### config.mk
export PLATFORM = sky130hd
export DESIGN_NAME = usb_addr_arb_mux
export DESIGN_NICKNAME = d
export VERILOG_FILES = /design/src/rtl/usb_arb_pkg.sv /design/src/rtl/rr_pick.sv /design/src/rtl/usb_addr_arb_mux.sv
export SDC_FILE = /design/constraint.sdc
export NUM_CORES = 1
export LEC_CHECK = 0
export CORE_ASPECT_RATIO = 1.5
export CORE_UTILIZATION = 40
export DETAILED_ROUTE_END_ITERATION = 6
export GPL_TIMING_DRIVEN = 0
export PLACE_DENSITY = 0.81
export SYNTH_ARGS = -nofsm -noshare
export SYNTH_HDL_FRONTEND = slang
export SYNTH_SLANG_ARGS = --single-unit
### constraint.sdc
create_clock -name clk -period 1.42 [get_ports clk]
set_input_delay 0.284 -clock clk [delete_from_list [all_inputs] [get_ports clk]]
set_output_delay 0.284 -clock clk [all_outputs]
set_load 0.1 [all_outputs]
### src/rtl/usb_arb_pkg.sv
// Shared types and helpers for the USB-slave address arbiter family.
package usb_arb_pkg;

  typedef enum logic {
    IDLE = 1'b0,
    HOLD = 1'b1
  } state_e;

  localparam int unsigned PRIO_RR    = 0;
  localparam int unsigned PRIO_FIXED = 1;

  // Channel index width; a single channel still needs a 1-bit index.
  function automatic int unsigned ch_width(input int unsigned n);
    return (n > 1) ? $clog2(n) : 1;
  endfunction

endpackage

### src/rtl/rr_pick.sv
// Combinational picker: first requester at or after ptr (round-robin),
// or lowest requester index when mode is set (fixed priority).
module rr_pick
  import usb_arb_pkg::*;
#(
  parameter int unsigned NUM_CH = 2,
  parameter int unsigned CH_W   = ch_width(NUM_CH)
) (
  input  logic [NUM_CH-1:0] req,
  input  logic [CH_W-1:0]   ptr,
  input  logic              mode,
  output logic [CH_W-1:0]   winner,
  output logic              any
);

  logic [NUM_CH-1:0] rot;
  int unsigned       idx;

  // Scan candidates in priority order; the first hit wins.
  always_comb begin
    winner = '0;
    any    = 1'b0;
    rot    = '0;
    idx    = 0;
    for (int unsigned k = 0; k < NUM_CH; k++) begin
      if (mode) begin
        idx = k;
      end else begin
        idx = (32'(ptr) + k) % NUM_CH;
      end
      rot = req >> idx;
      if (!any && rot[0]) begin
        any    = 1'b1;
        winner = CH_W'(idx);
      end
    end
  end

endmodule

### src/rtl/usb_addr_arb_mux.sv
// Arbitrates NUM_CH address sources onto one registered address toward the
// UHCI register decoder, with a valid/ready handshake and a grant pulse back.
module usb_addr_arb_mux
  import usb_arb_pkg::*;
#(
  parameter int unsigned NUM_CH    = 2,
  parameter int unsigned ADDR_W    = 32,
  parameter int unsigned PRIO_MODE = 0,
  localparam int unsigned CH_W     = ch_width(NUM_CH)
) (
  input  logic                     clk,
  input  logic                     rst,
  input  logic [NUM_CH-1:0]        req_i,
  input  logic [NUM_CH*ADDR_W-1:0] addr_i,
  output logic [ADDR_W-1:0]        addr_o,
  output logic [CH_W-1:0]          ch_o,
  output logic                     valid_o,
  input  logic                     ready_i,
  output logic [NUM_CH-1:0]        gnt_o,
  output logic                     busy_o
);

  state_e            state;
  logic [CH_W-1:0]   ptr;
  logic [NUM_CH-1:0] eff_req;
  logic [CH_W-1:0]   win;
  logic              any;
  logic              mode;
  logic              take;
  logic              release_hold;
  logic [ADDR_W-1:0] sel_addr;
  logic [CH_W-1:0]   ptr_nxt;
  logic [NUM_CH-1:0] gnt_nxt;

  // The channel granted this cycle is masked so one request is never granted twice.
  assign eff_req = req_i & ~gnt_o;
  assign mode    = (PRIO_MODE == PRIO_FIXED);

  rr_pick #(
    .NUM_CH (NUM_CH),
    .CH_W   (CH_W)
  ) u_pick (
    .req    (eff_req),
    .ptr    (ptr),
    .mode   (mode),
    .winner (win),
    .any    (any)
  );

  assign sel_addr     = ADDR_W'(addr_i >> (32'(win) * ADDR_W));
  assign ptr_nxt      = (win == CH_W'(NUM_CH - 1)) ? '0 : win + CH_W'(1);
  assign gnt_nxt      = NUM_CH'(1) << win;
  assign take         = any && ((state == IDLE) || ready_i);
  assign release_hold = (state == HOLD) && ready_i && !any;

  // Capture on an idle request or on acceptance with more work pending.
  always_ff @(posedge clk or posedge rst) begin
    if (rst) begin
      state   <= IDLE;
      addr_o  <= '0;
      ch_o    <= '0;
      valid_o <= 1'b0;
      busy_o  <= 1'b0;
      gnt_o   <= '0;
      ptr     <= '0;
    end else begin
      gnt_o <= '0;
      if (take) begin
        state   <= HOLD;
        addr_o  <= sel_addr;
        ch_o    <= win;
        valid_o <= 1'b1;
        busy_o  <= 1'b1;
        gnt_o   <= gnt_nxt;
        ptr     <= ptr_nxt;
      end else if (release_hold) begin
        state   <= IDLE;
        addr_o  <= '0;
        ch_o    <= '0;
        valid_o <= 1'b0;
        busy_o  <= 1'b0;
      end
    end
  end

endmodule

; Word level (Yosys, flattened, before mapping)
; Index checks and enable logic that the tools add are counted.
[word_totals]
register_bits = 37
[classes]
shift = 4
n_addsub = 2
reduce_logical = 8
bitwise_logic = 3
muxes = 11
[ops]
columns = cell, count
row1 = $mux 32, 2
row2 = $shr 64x6->32, 1
row3 = $mux 1, 8
row4 = $logic_and 1x1->1, 4
row5 = $shr 2x1->1, 2
row6 = $add 1x1->1 const B, 2
row7 = $and 2x2->2, 1
row8 = $logic_not 1->1, 2
row9 = $mux 2, 1
row10 = $not 2->2, 1
row11 = $reduce_bool 2->1, 1
row12 = $shl 1x1->2 const A, 1
row13 = $logic_or 1x1->1, 1
row14 = $not 1->1, 1

; Depth between registers and ports, before layout
; Gate-level depths: netlist (run 1).
[depth]
word_depth = 11
mapped_depth = 5
mapped_depth_nobuf = 3

; Hierarchy
; A second synthesis (run 1) with hierarchy kept.
[unflattened]
hier_cells = 161
hier_area_um2 = 1840.5
[modules_own_cells]
columns = mod, area_each_um2, cells_each, n_inst
row1 = usb_addr_arb_mux, 1820.5, 158, 1
row2 = rr_pick, 20.0, 3, 1

; Least setup slack after synthesis (run 1)
; No wires, ideal clock.
[synth_timing]
path_kind = reg2reg
startpoint = register gnt_o[1]
endpoint = register addr_o[0]
path_stages_with_launch = 5
arrival_time_ns = 1.863
setup_slack_ns = -0.529
setup_time_ns = 0.086
path_cell_list = dfrtp_1 and2b_4 o31a_4 buf_6 o221ai_2
[synth_via]
elab_chain_len = 10
word_cells_on_any_way = 16
classes_between = shift (3) / mux (5) / bitwise (2) / reduce/logical (6)
[synth_lines]
columns = item, line_no
row1 = start: declaration, usb_addr_arb_mux.sv:19  ; output logic [NUM_CH-1:0] gnt_o,
row2 = start signal: assignment, usb_addr_arb_mux.sv:74  ; gnt_o <= gnt_nxt;
row3 = $not 2->2 *, usb_addr_arb_mux.sv:36  ; assign eff_req = req_i & ~gnt_o;
row4 = $and 2x2->2 *, usb_addr_arb_mux.sv:36
row5 = "parallel branches: the longest is 8 deep, another holds $shr 64x6->32", --
row6 = end signal: assignment, usb_addr_arb_mux.sv:70  ; addr_o <= sel_addr;
row7 = end: declaration, usb_addr_arb_mux.sv:15  ; output logic [ADDR_W-1:0] addr_o,
; Every way passes the cells marked *.
; A chain may end at the register's enable or synchronous reset.

; Worst setup path after layout (run 1)
[layout_timing]
startpoint = input req_i[0]
endpoint = register addr_o[6]
[layout_via]
elab_chain_len = 9
word_cells_on_any_way = 15
classes_between = shift (3) / mux (5) / bitwise (1) / reduce/logical (6)
[layout_lines]
columns = item, line_no
row1 = start: declaration, usb_addr_arb_mux.sv:13  ; input logic [NUM_CH-1:0] req_i,
row2 = $and 2x2->2 *, usb_addr_arb_mux.sv:36
row3 = "parallel branches: the longest is 8 deep, another holds $shr 64x6->32", --
; Marked as above.

==> summary.md, run 1 <==
| Metric | Value |
|---|---|
| Power Total | 5.18 mW |
| GRT overflow | 0 |
| Num CTS Buffers | 5 |
| P_leak | 1.52 nW |
| Footprint of the multi-input gates | 772 um^2 |
| Die Wd | 60.7 um |
| Remaining antenna violation count | 0 |
| Initial DRC count | 47 |
| Sequential area share after synthesis | 0.447 |
| Reg clk slew, reported paths | 80 ps |
| Synth Cell Area | 2070 um^2 |
| CP Class | in -> reg |
| Syn Nets | 269 |
| Failing checks | negative setup slack |
| Vias in the first global route | 1967 |
| Synthesis-to-layout area growth | 54.8% |
| Antenna violations before repair | 0 |
| Crit path largest cell delay | 430 ps |
| DR vias | 1919 |
| HP Class | in -> async |
| Remaining DRCs | 0 |
| Post-Synthesis Cells | 200 |
| Clk Latency, worst-skew pair | 290 ps |
| Global-route wire length before repair | 9200 um |
| Initial Utilization | 0.423 |
| Number of top-level pins | 106 |
| CTS tree | done |
| Yosys cell types | 21 |
| Synth area leaders | dfrtp_1, o221ai_2, inv_1 |
| M2 GR Usage | 0.382 |
| Leading area contributor after synthesis | dfrtp_1 |
| Post-synth top area share | 0.447 |
| Die Y | 90.1 um |
| Sequential cell area | 937 um^2 |
| Met3 track demand over resource | 0.0388 |
| WP buf/inv | 3 |
| Fin. Hold Viols | 0 |
| Avg Inst Size Synth | 10.3 um^2 |
| Clk pwr share | 0.158 |
| Warnings from Yosys | 0 |
| Slew HR | 0.475 |
| Max Buffers Root-to-Sink | 2 |
| CTS H-tree lvls | 2 |
| # clock sinks | 37 |
| Sw Pwr | 2.78 mW |
| DR vias/cell | 5.04 |
| Grt peak-use layer | met2 |
| RSZ-0062 raised after global routing | yes |
| Fin Hold WS | 464 ps |
| Switching share of total power | 0.535 |
| Root Buffer | clkbuf_8 |
| Hpwl dp | 4110 um |
| Comb pwr share | 0.568 |
| GR Util met1 | 0.256 |
| Max FO, Critical Path | 10 |
| DP Worst Slack | -509 ps |
| Finished Layout Cells | 381 |
| Largest net degree at the start of global routing | 38 |
| Total Nets Final | 383 |
| Setup-failing EPs final | 2 |
| Power share of the sequential group | 0.274 |
| Wirelength per Cell | 14.9 um |
| Final worst setup slack | -12.5 ps |
| PwrDens | 1620 nW/um^2 |
| Critical Path AT | 1640 ps |
| Die footprint | 5470 um^2 |
| CP Data Required Time | 1620 ps |
| Gpl congestion | 0.796 |
| Tcrit/Tclk final | 1.01 |
| Setup TNS Final | -15.1 ps |
| CP cell instances | clkdlybuf4s50_1 -> nor2b_1 -> buf_6 -> o31a_4 -> buf_8 -> o221ai_2 |
| Max cap viols | 0 |
| Share of layout cells above drive strength 1 | 0.321 |
| CP Capture Type | flip-flop |
| Internal | 2.41 mW |
| Critical Path Slowest Stage Cell | clkdlybuf4s50_1 |
| Status | complete, but fails checks |
| Actual slew at the worst max-slew pin | 787 ps |
| Cell family with most CP delay | buffers and inverters |
| Core box area | 4890 um^2 |
| # fillers | 410 |
| Antenna cells | 0 |
| Routed wire length | 5690 um |
| IO Port Bufs | 105 |
| VDD IR-drop max | 1070 uV |
| TritonRoute pass-1 iters | 4 |
| Clock Skews | 4.71 ps |
| Max Fclk | 698 MHz |
| Tot GR Track Use | 0.224 |
| Final min period | 1430 ps |
| Startpoint types | input pin |
| Post-CTS Hold Fix Bufs | 0 |
| Final Max Tran Viols | 0 |
| FP Rows | 31 |
| FF+latch count, synth | 37 |
| Placed insts | 371 |
## cells by family after synthesis
| family | after synthesis | share of synthesized area |
|---|---|---|
| buffers and inverters | 86 | 0.180 |
| AO/OA/AOI/OAI | 38 | 0.256 |
| flip-flops | 37 | 0.447 |
| AND/OR/NAND/NOR | 39 | 0.117 |
## placed cells by master (no fill, tap or decap), types with 2 or more instances in the layout
cell type | synthesis | layout
buf_2 | 3 | 37
dfrtp_1 | 37 | 34
buf_8 | 0 | 4
inv_1 | 68 | 67
dfrtp_4 | 0 | 3
buf_4 | 4 | 6
o221ai_1 | 3 | 3
clkdlybuf4s50_1 | 0 | 68
o221ai_2 | 29 | 29
buf_6 | 4 | 5
clkbuf_2 | 0 | 4
nand2_1 | 2 | 2
clkbuf_8 | 0 | 7
nand4_1 | 32 | 32
## metal layers
layer,vias up,share of wire,wire [um]
li1,916,-,-
met1,912,0.38,2160
met2,74,0.53,3010
met3,17,0.053,300
met4,0,0.038,214
met5,-,0,0
## cell usage after synthesis
master,n
o221ai_1,3
inv_1,68
buf_6,4
and2b_4,1
nor2b_1,1
a21oi_1,1
o221ai_2,29
nand2_1,2
nand2b_1,1
a21boi_0,1
nor2_1,1
buf_4,4
dfrtp_1,37
o21ai_1,1
buf_2,3
nand3b_1,1
clkbuf_1,7
o311ai_4,1
o31a_4,1
o21bai_1,1
nand4_1,32
## state kept, by name, summed over array words and instances, names as in the netlist
| signal | flops |
|---|---|
| addr_o | 32 |
| ch_o | 1 |
| gnt_o | 2 |
| ptr | 1 |
| state | 1 |
## cell type report
class / instances / share of cell area
Multi-Input combinational cell: 77 / 0.241
Clock inverter: 1 / 0.00156
Tap cell: 66 / 0.0258
Buffer: 18 / 0.0480
Clock buffer: 7 / 0.0301
Inverter: 68 / 0.0797
Timing Repair Buffer: 107 / 0.281
Sequential cell: 37 / 0.293
## through the flow
stage | utilization | instance area, um^2
5_1_grt | 0.655 | 3200
2_1_floorplan | - | 2090
6_report | 0.655 | 3200
4_1_cts | 0.652 | 3180
3_3_place_gp | 0.660 | 3230
3_5_place_dp | 0.660 | 3230
## final timing paths
| check | slack [ps] | from | to | depth (start not counted) |
|---|---|---|---|---|
| max in group asynchronous | 370 | rst | gnt_o[0] | 2 |
| setup / recovery | -10 | req_i[0] | addr_o[6] | 6 |
| hold / removal | 460 | rst | addr_o[24] | 2 |
| min in group clk | 530 | ch_o | ch_o | 2 |
| setup reg to reg | 0 | gnt_o[1] | addr_o[6] | 4 |
| hold reg to reg | 530 | ch_o | ch_o | 2 |
## worst register-to-register path, cell delays in order (launching register included)
cell and delay (ps):
dfrtp_4 420, and2b_4 220, o31a_4 390, buf_8 170
o221ai_2 140
## power by group through the flow
stage / clock network (mW) / logic (mW) / registers (mW)
final: 0.821 / 2.94 / 1.42
after global routing: 0.881 / 3.08 / 1.45
after CTS: 0.835 / 2.95 / 1.42
after detailed placement: 0 / 3.12 / 1.45
after global placement: 0 / 3.09 / 1.43
after floorplan: 0 / 0.711 / 3.04
## what timing repair did
action,in CTS,in global routing
endpoints found under the setup margin,67,34
cloned,0,0
pin swaps,2,1
gates resized for setup,198,10
buffers inserted,2,0
Note: power is estimated with default switching activity, not from simulation.
==> run 2, diff against run 1 <==
--- a/config.mk
+++ b/config.mk
@@ -9,6 +9,7 @@
 export CORE_UTILIZATION = 40
 export DETAILED_ROUTE_END_ITERATION = 6
 export GPL_TIMING_DRIVEN = 0
+export MAX_ROUTING_LAYER = met4
 export PLACE_DENSITY = 0.81
 export SYNTH_ARGS = -nofsm -noshare
 export SYNTH_HDL_FRONTEND = slang
==> summary.md, run 2 (synthesis results as in run 1) <==
| Metric | Value |
|---|---|
| Status | finished clean |
| Global-route wire length before repair | 9200 um |
| # clock sinks | 37 |
| Fin Hold WS | 456 ps |
| Critical Path AT | 1620 ps |
| Most frequent cells in the layout | clkdlybuf4s50_1, inv_1, buf_2 |
| CTS tree | done |
| Most flop-heavy register | addr_o |
| DR vias | 1911 |
| Metal-1 WL | 2170 um |
| Antenna violations before repair | 0 |
| Core box area | 4890 um^2 |
| Vias in the first global route | 1965 |
| Wirelength per Cell | 14.9 um |
| Synthesis-to-layout area growth | 54.8% |
| Max Used Layer | met4 |
| Startpoint types | input pin |
| Slew HR | 0.483 |
| Actual slew at the worst max-slew pin | 774 ps |
| Initial DRC count | 62 |
| Max FO, Critical Path | 10 |
| Remaining antenna violation count | 0 |
| Antenna cells | 0 |
| Num CTS Buffers | 5 |
| Die Wd | 60.7 um |
| Largest net degree at the start of global routing | 38 |
| Setup TNS Final | 0 ps |
| Total Nets Final | 383 |
| Die footprint | 5470 um^2 |
| CP Capture Type | flip-flop |
| Number of flip-flops in the largest register | 32 |
| Fin. Hold Viols | 0 |
| Utilization after layout | 0.655 |
| Remaining DRCs | 0 |
| Commonest non-fill, non-tap cell in the layout | clkdlybuf4s50_1 |
| Root Buffer | clkbuf_8 |
| # fillers | 410 |
| PwrDens | 1620 nW/um^2 |
| Power Total | 5.19 mW |
| DR vias/cell | 5.02 |
| Share of layout cells above drive strength 1 | 0.321 |
| FP Rows | 31 |
| HP Class | in -> async |
| Tcrit/Tclk final | 0.999 |
| Reg-to-reg slack, setup | 10 ps |
| GRT overflow | 0 |
| Metal2 WL | 3010 um |
| Regs by FF count | addr_o x32, gnt_o x2 |
| Initial Utilization | 0.423 |
| Placed cell area | 3230 um^2 |
| Clock Skews | 3.17 ps |
| Post-CTS Hold Fix Bufs | 0 |
| Max cap viols | 0 |
| Fin area | 3200 um^2 |
| Setup-failing EPs final | 0 |
| VDD IR-drop max | 1070 uV |
| CP Class | in -> reg |
| Routed wl met3 | 282 um |
| Final min period | 1420 ps |
| Hpwl dp | 4110 um |
| Number of top-level pins | 106 |
| CTS H-tree lvls | 2 |
| Tot GR Track Use | 0.231 |
| IO Port Bufs | 105 |
| Max Fclk | 705 MHz |
| Max Buffers Root-to-Sink | 2 |
| Die Y | 90.1 um |
| Routed wire length | 5670 um |
| Reg clk slew, reported paths | 80 ps |
| Final Max Tran Viols | 0 |
| TritonRoute pass-1 iters | 4 |
| CP Data Required Time | 1630 ps |
| P_leak | 1.52 nW |
| Clk Latency, worst-skew pair | 290 ps |
| Gpl congestion | 0.808 |
| RSZ-0062 raised after global routing | yes |
==> run 2: report_power, final <==
group	total, mW	leakage (nW)	internal, mW	switching, mW
sequential	1.42	0.464	1.29	0.134
combinational	2.94	0.998	0.683	2.26
clock	0.828	0.0542	0.439	0.388
total	5.19	1.52	2.41	2.78
==> run 2: final timing paths <==
path	from	end	cells after the start
hold reg to reg	ch_o	ch_o	2
min in group clk	ch_o	ch_o	2
setup reg to reg	gnt_o[1]	addr_o[6]	4
setup / recovery	req_i[0]	addr_o[6]	6
max in group asynchronous	rst	gnt_o[0]	2
hold / removal	rst	addr_o[24]	2
==> run 2: repair_timing <==
| item | 4_1_cts | 5_1_grt |
|---|---|---|
| endpoints found under the setup margin | 67 | 34 |
| resized for setup | 198 | 10 |
| setup buffers | 2 | 0 |
| pin swaps | 2 | 1 |
==> run 2: area by class of cell <==
cell class	count	area, um^2	share of cell area
Multi-Input combinational cell	77	772	0.241
Clock inverter	1	5.00	0.00156
Timing Repair Buffer	107	901	0.281
Buffer	18	154	0.0480
Tap cell	66	82.6	0.0258
Inverter	68	255	0.0797
Clock buffer	7	96.3	0.0301
Sequential cell	37	937	0.293
==> run 2: per-layer routing <==
layer  up-vias  global-route usage
li1        915                   -
met1       908               0.256
met2        70               0.385
met3        18              0.0374
met4         0               0.114
met5         -                   -
==> run 2: worst max-delay path, cell delays in order <==
cell and delay, ps:
clkdlybuf4s50_1 420, nor2b_1 150, buf_6 130, o31a_4 330, buf_8 170, o221ai_2 140
==> run 2: stage by stage <==
| step | worst slack (ps) | instances |
|---|---|---|
| 3_5_place_dp | -509 | 371 |
| 3_3_place_gp | -744 | 371 |
| 2_1_floorplan | -139 | 200 |
| 5_1_grt | -44.2 | 381 |
| 6_report | 1.30 | 381 |
| 4_1_cts | 1.82 | 381 |
==> run 3, diff against run 2 <==
--- a/config.mk
+++ b/config.mk
@@ -11,6 +11,7 @@
 export GPL_TIMING_DRIVEN = 0
 export MAX_ROUTING_LAYER = met4
 export PLACE_DENSITY = 0.81
+export SLEW_MARGIN = 20
 export SYNTH_ARGS = -nofsm -noshare
 export SYNTH_HDL_FRONTEND = slang
 export SYNTH_SLANG_ARGS = --single-unit
==> summary.md, run 3 (synthesis results as in run 1) <==
| Metric | Value |
|---|---|
| Initial DRC count | 60 |
| CP Capture Type | flip-flop |
| Final min period | 1410 ps |
| Root Buffer | clkbuf_8 |
| CP Class | reg -> reg |
| Gpl congestion | 0.808 |
| CTS H-tree lvls | 2 |
| Critical Path AT | 1580 ps |
| P_leak | 1.61 nW |
| WP buf/inv | 1 |
| Fin area | 3370 um^2 |
| Antenna violations before repair | 0 |
| Remaining DRCs | 0 |
| Number of flip-flops in the largest register | 32 |
| Largest net degree at the start of global routing | 21 |
| Setup-failing EPs final | 0 |
| Die Y | 90.1 um |
| DR vias | 1979 |
| Switching share of total power | 0.531 |
| Global-route wire length before repair | 9380 um |
| Num CTS Buffers | 5 |
| Startpoint types | flip-flop |
| Antenna cells | 0 |
| Reg-to-reg slack, setup | 9 ps |
| PwrDens | 1580 nW/um^2 |
| Tot GR Track Use | 0.234 |
| GRT overflow | 0 |
| Initial Utilization | 0.423 |
| Max Buffers Root-to-Sink | 2 |
| # clock sinks | 37 |
| CTS tree | done |
| Internal | 2.49 mW |
| Placed cell area | 3250 um^2 |
| DR vias/cell | 5.10 |
| Most frequent cells in the layout | inv_1, clkdlybuf4s50_1, buf_2 |
| Crit path largest cell delay | 480 ps |
| Reg clk slew, reported paths | 80 ps |
| Total Nets Final | 390 |
| CP cell instances | and2b_4 -> o31a_4 -> clkbuf_16 -> o221ai_2 |
| CP Data Required Time | 1590 ps |
| Max FO, Critical Path | 6 |
| Routed wire length | 6100 um |
| Power Total | 5.31 mW |
| Slew HR | 0.661 |
| Die Wd | 60.7 um |
| Max cap viols | 0 |
| IO Port Bufs | 105 |
| Power share of the sequential group | 0.268 |
| Status | finished clean |
| Vias in the first global route | 2075 |
| Core box area | 4890 um^2 |
| Clock Skews | 3.76 ps |
| Fin. Hold Viols | 0 |
| Max Fclk | 709 MHz |
| Comb pwr share | 0.577 |
| Actual slew at the worst max-slew pin | 512 ps |
| Synthesis-to-layout area growth | 63.0% |
| Cell family with most CP delay | flip-flops |
| Most flop-heavy register | addr_o |
| FP Rows | 31 |
| Hpwl dp | 4330 um |
| Number of top-level pins | 106 |
| Clk pwr share | 0.155 |
| Tcrit/Tclk final | 0.994 |
| Critical Path Slowest Stage Cell | dfrtp_4 |
| Sw Pwr | 2.82 mW |
| Share of layout cells above drive strength 1 | 0.345 |
| Regs by FF count | addr_o x32, gnt_o x2 |
| HP Class | in -> async |
| Remaining antenna violation count | 0 |
| Wirelength per Cell | 15.7 um |
| Clk Latency, worst-skew pair | 290 ps |
| Die footprint | 5470 um^2 |
| Setup TNS Final | 0 ps |
| TritonRoute pass-1 iters | 4 |
| RSZ-0062 raised after global routing | yes |
| VDD IR-drop max | 1330 uV |
| # fillers | 401 |
| Final Max Tran Viols | 0 |
[run 3: cell count changes in the layout (fill, tap and decap cells not counted), sizes merged]
cell | before | now
clkdlybuf4s50 | 68 | 67
o31a | 1 | 2
dlymetal6s2s | 0 | 1
clkbuf | 12 | 17
buf | 52 | 53
[run 3: worst reg2reg max path, delay by kind of cell, from the launching register on]
| kind | cells | cell delay (ps) |
|---|---|---|
| DFF | 1 | 480 |
| buffers and inverters | 1 | 180 |
| AOI/OAI and AO/OA | 2 | 320 |
| and+or+nand+nor | 1 | 310 |
[run 3: metal layers]
layer	share of wire	global-route usage	vias to the layer above
li1	-	-	930
met1	0.37	0.258	936
met2	0.53	0.381	89
met3	0.045	0.0374	24
met4	0.052	0.138	0
met5	0	-	-
[run 3: timing repair]
action                                  in CTS  in global routing
pin swaps                                    2                  2
cloned                                       0                  4
setup buffers                                1                  4
endpoints found under the setup margin      67                 34
resized for setup                          200                 18
hold buffers                                 0                  0
[run 3: final cells by class]
class / instances / area (um^2) / area share
flip-flops and latches: 37 / 937 / 0.278
well taps: 66 / 82.6 / 0.0245
repair buffers: 114 / 1040 / 0.307
inverters: 68 / 255 / 0.0757
clock buffers: 7 / 96.3 / 0.0286
clock inverters: 1 / 5.00 / 0.00148
plain buffers: 17 / 161 / 0.0478
multi-input cells: 78 / 800 / 0.237
[run 3: worst paths after layout]
kind | end | cells past startpoint | startpoint
worst max-delay path | addr_o[22] | 4 | gnt_o[1]
worst min-delay path | addr_o[18] | 2 | rst
worst max register to register | addr_o[22] | 4 | gnt_o[1]
worst min register to register | ch_o | 2 | ch_o
max in group asynchronous | addr_o[21] | 3 | rst
min in group clk | addr_o[10] | 4 | req_i[0]
[run 3: metrics by stage]
| step | hold slack, ps | utilization | setup WS [ps] | std cells |
|---|---|---|---|---|
| floorplan | 445 | - | -139 | 200 |
| global placement | 511 | 0.660 | -744 | 371 |
| detailed placement | 518 | 0.666 | -505 | 372 |
| CTS | 322 | 0.657 | -0.504 | 381 |
| global route | 354 | 0.690 | -39.5 | 388 |
| finish | 314 | 0.690 | 9.21 | 388 |
[run 3: power by group through the flow]
stage / combinational (mW) / clock [mW] / sequential [mW]
floorplan: 0.711 / 0 / 3.04
global placement: 3.09 / 0 / 1.43
detailed placement: 3.13 / 0 / 1.44
CTS: 2.96 / 0.839 / 1.42
global route: 3.20 / 0.881 / 1.45
finish: 3.07 / 0.824 / 1.42
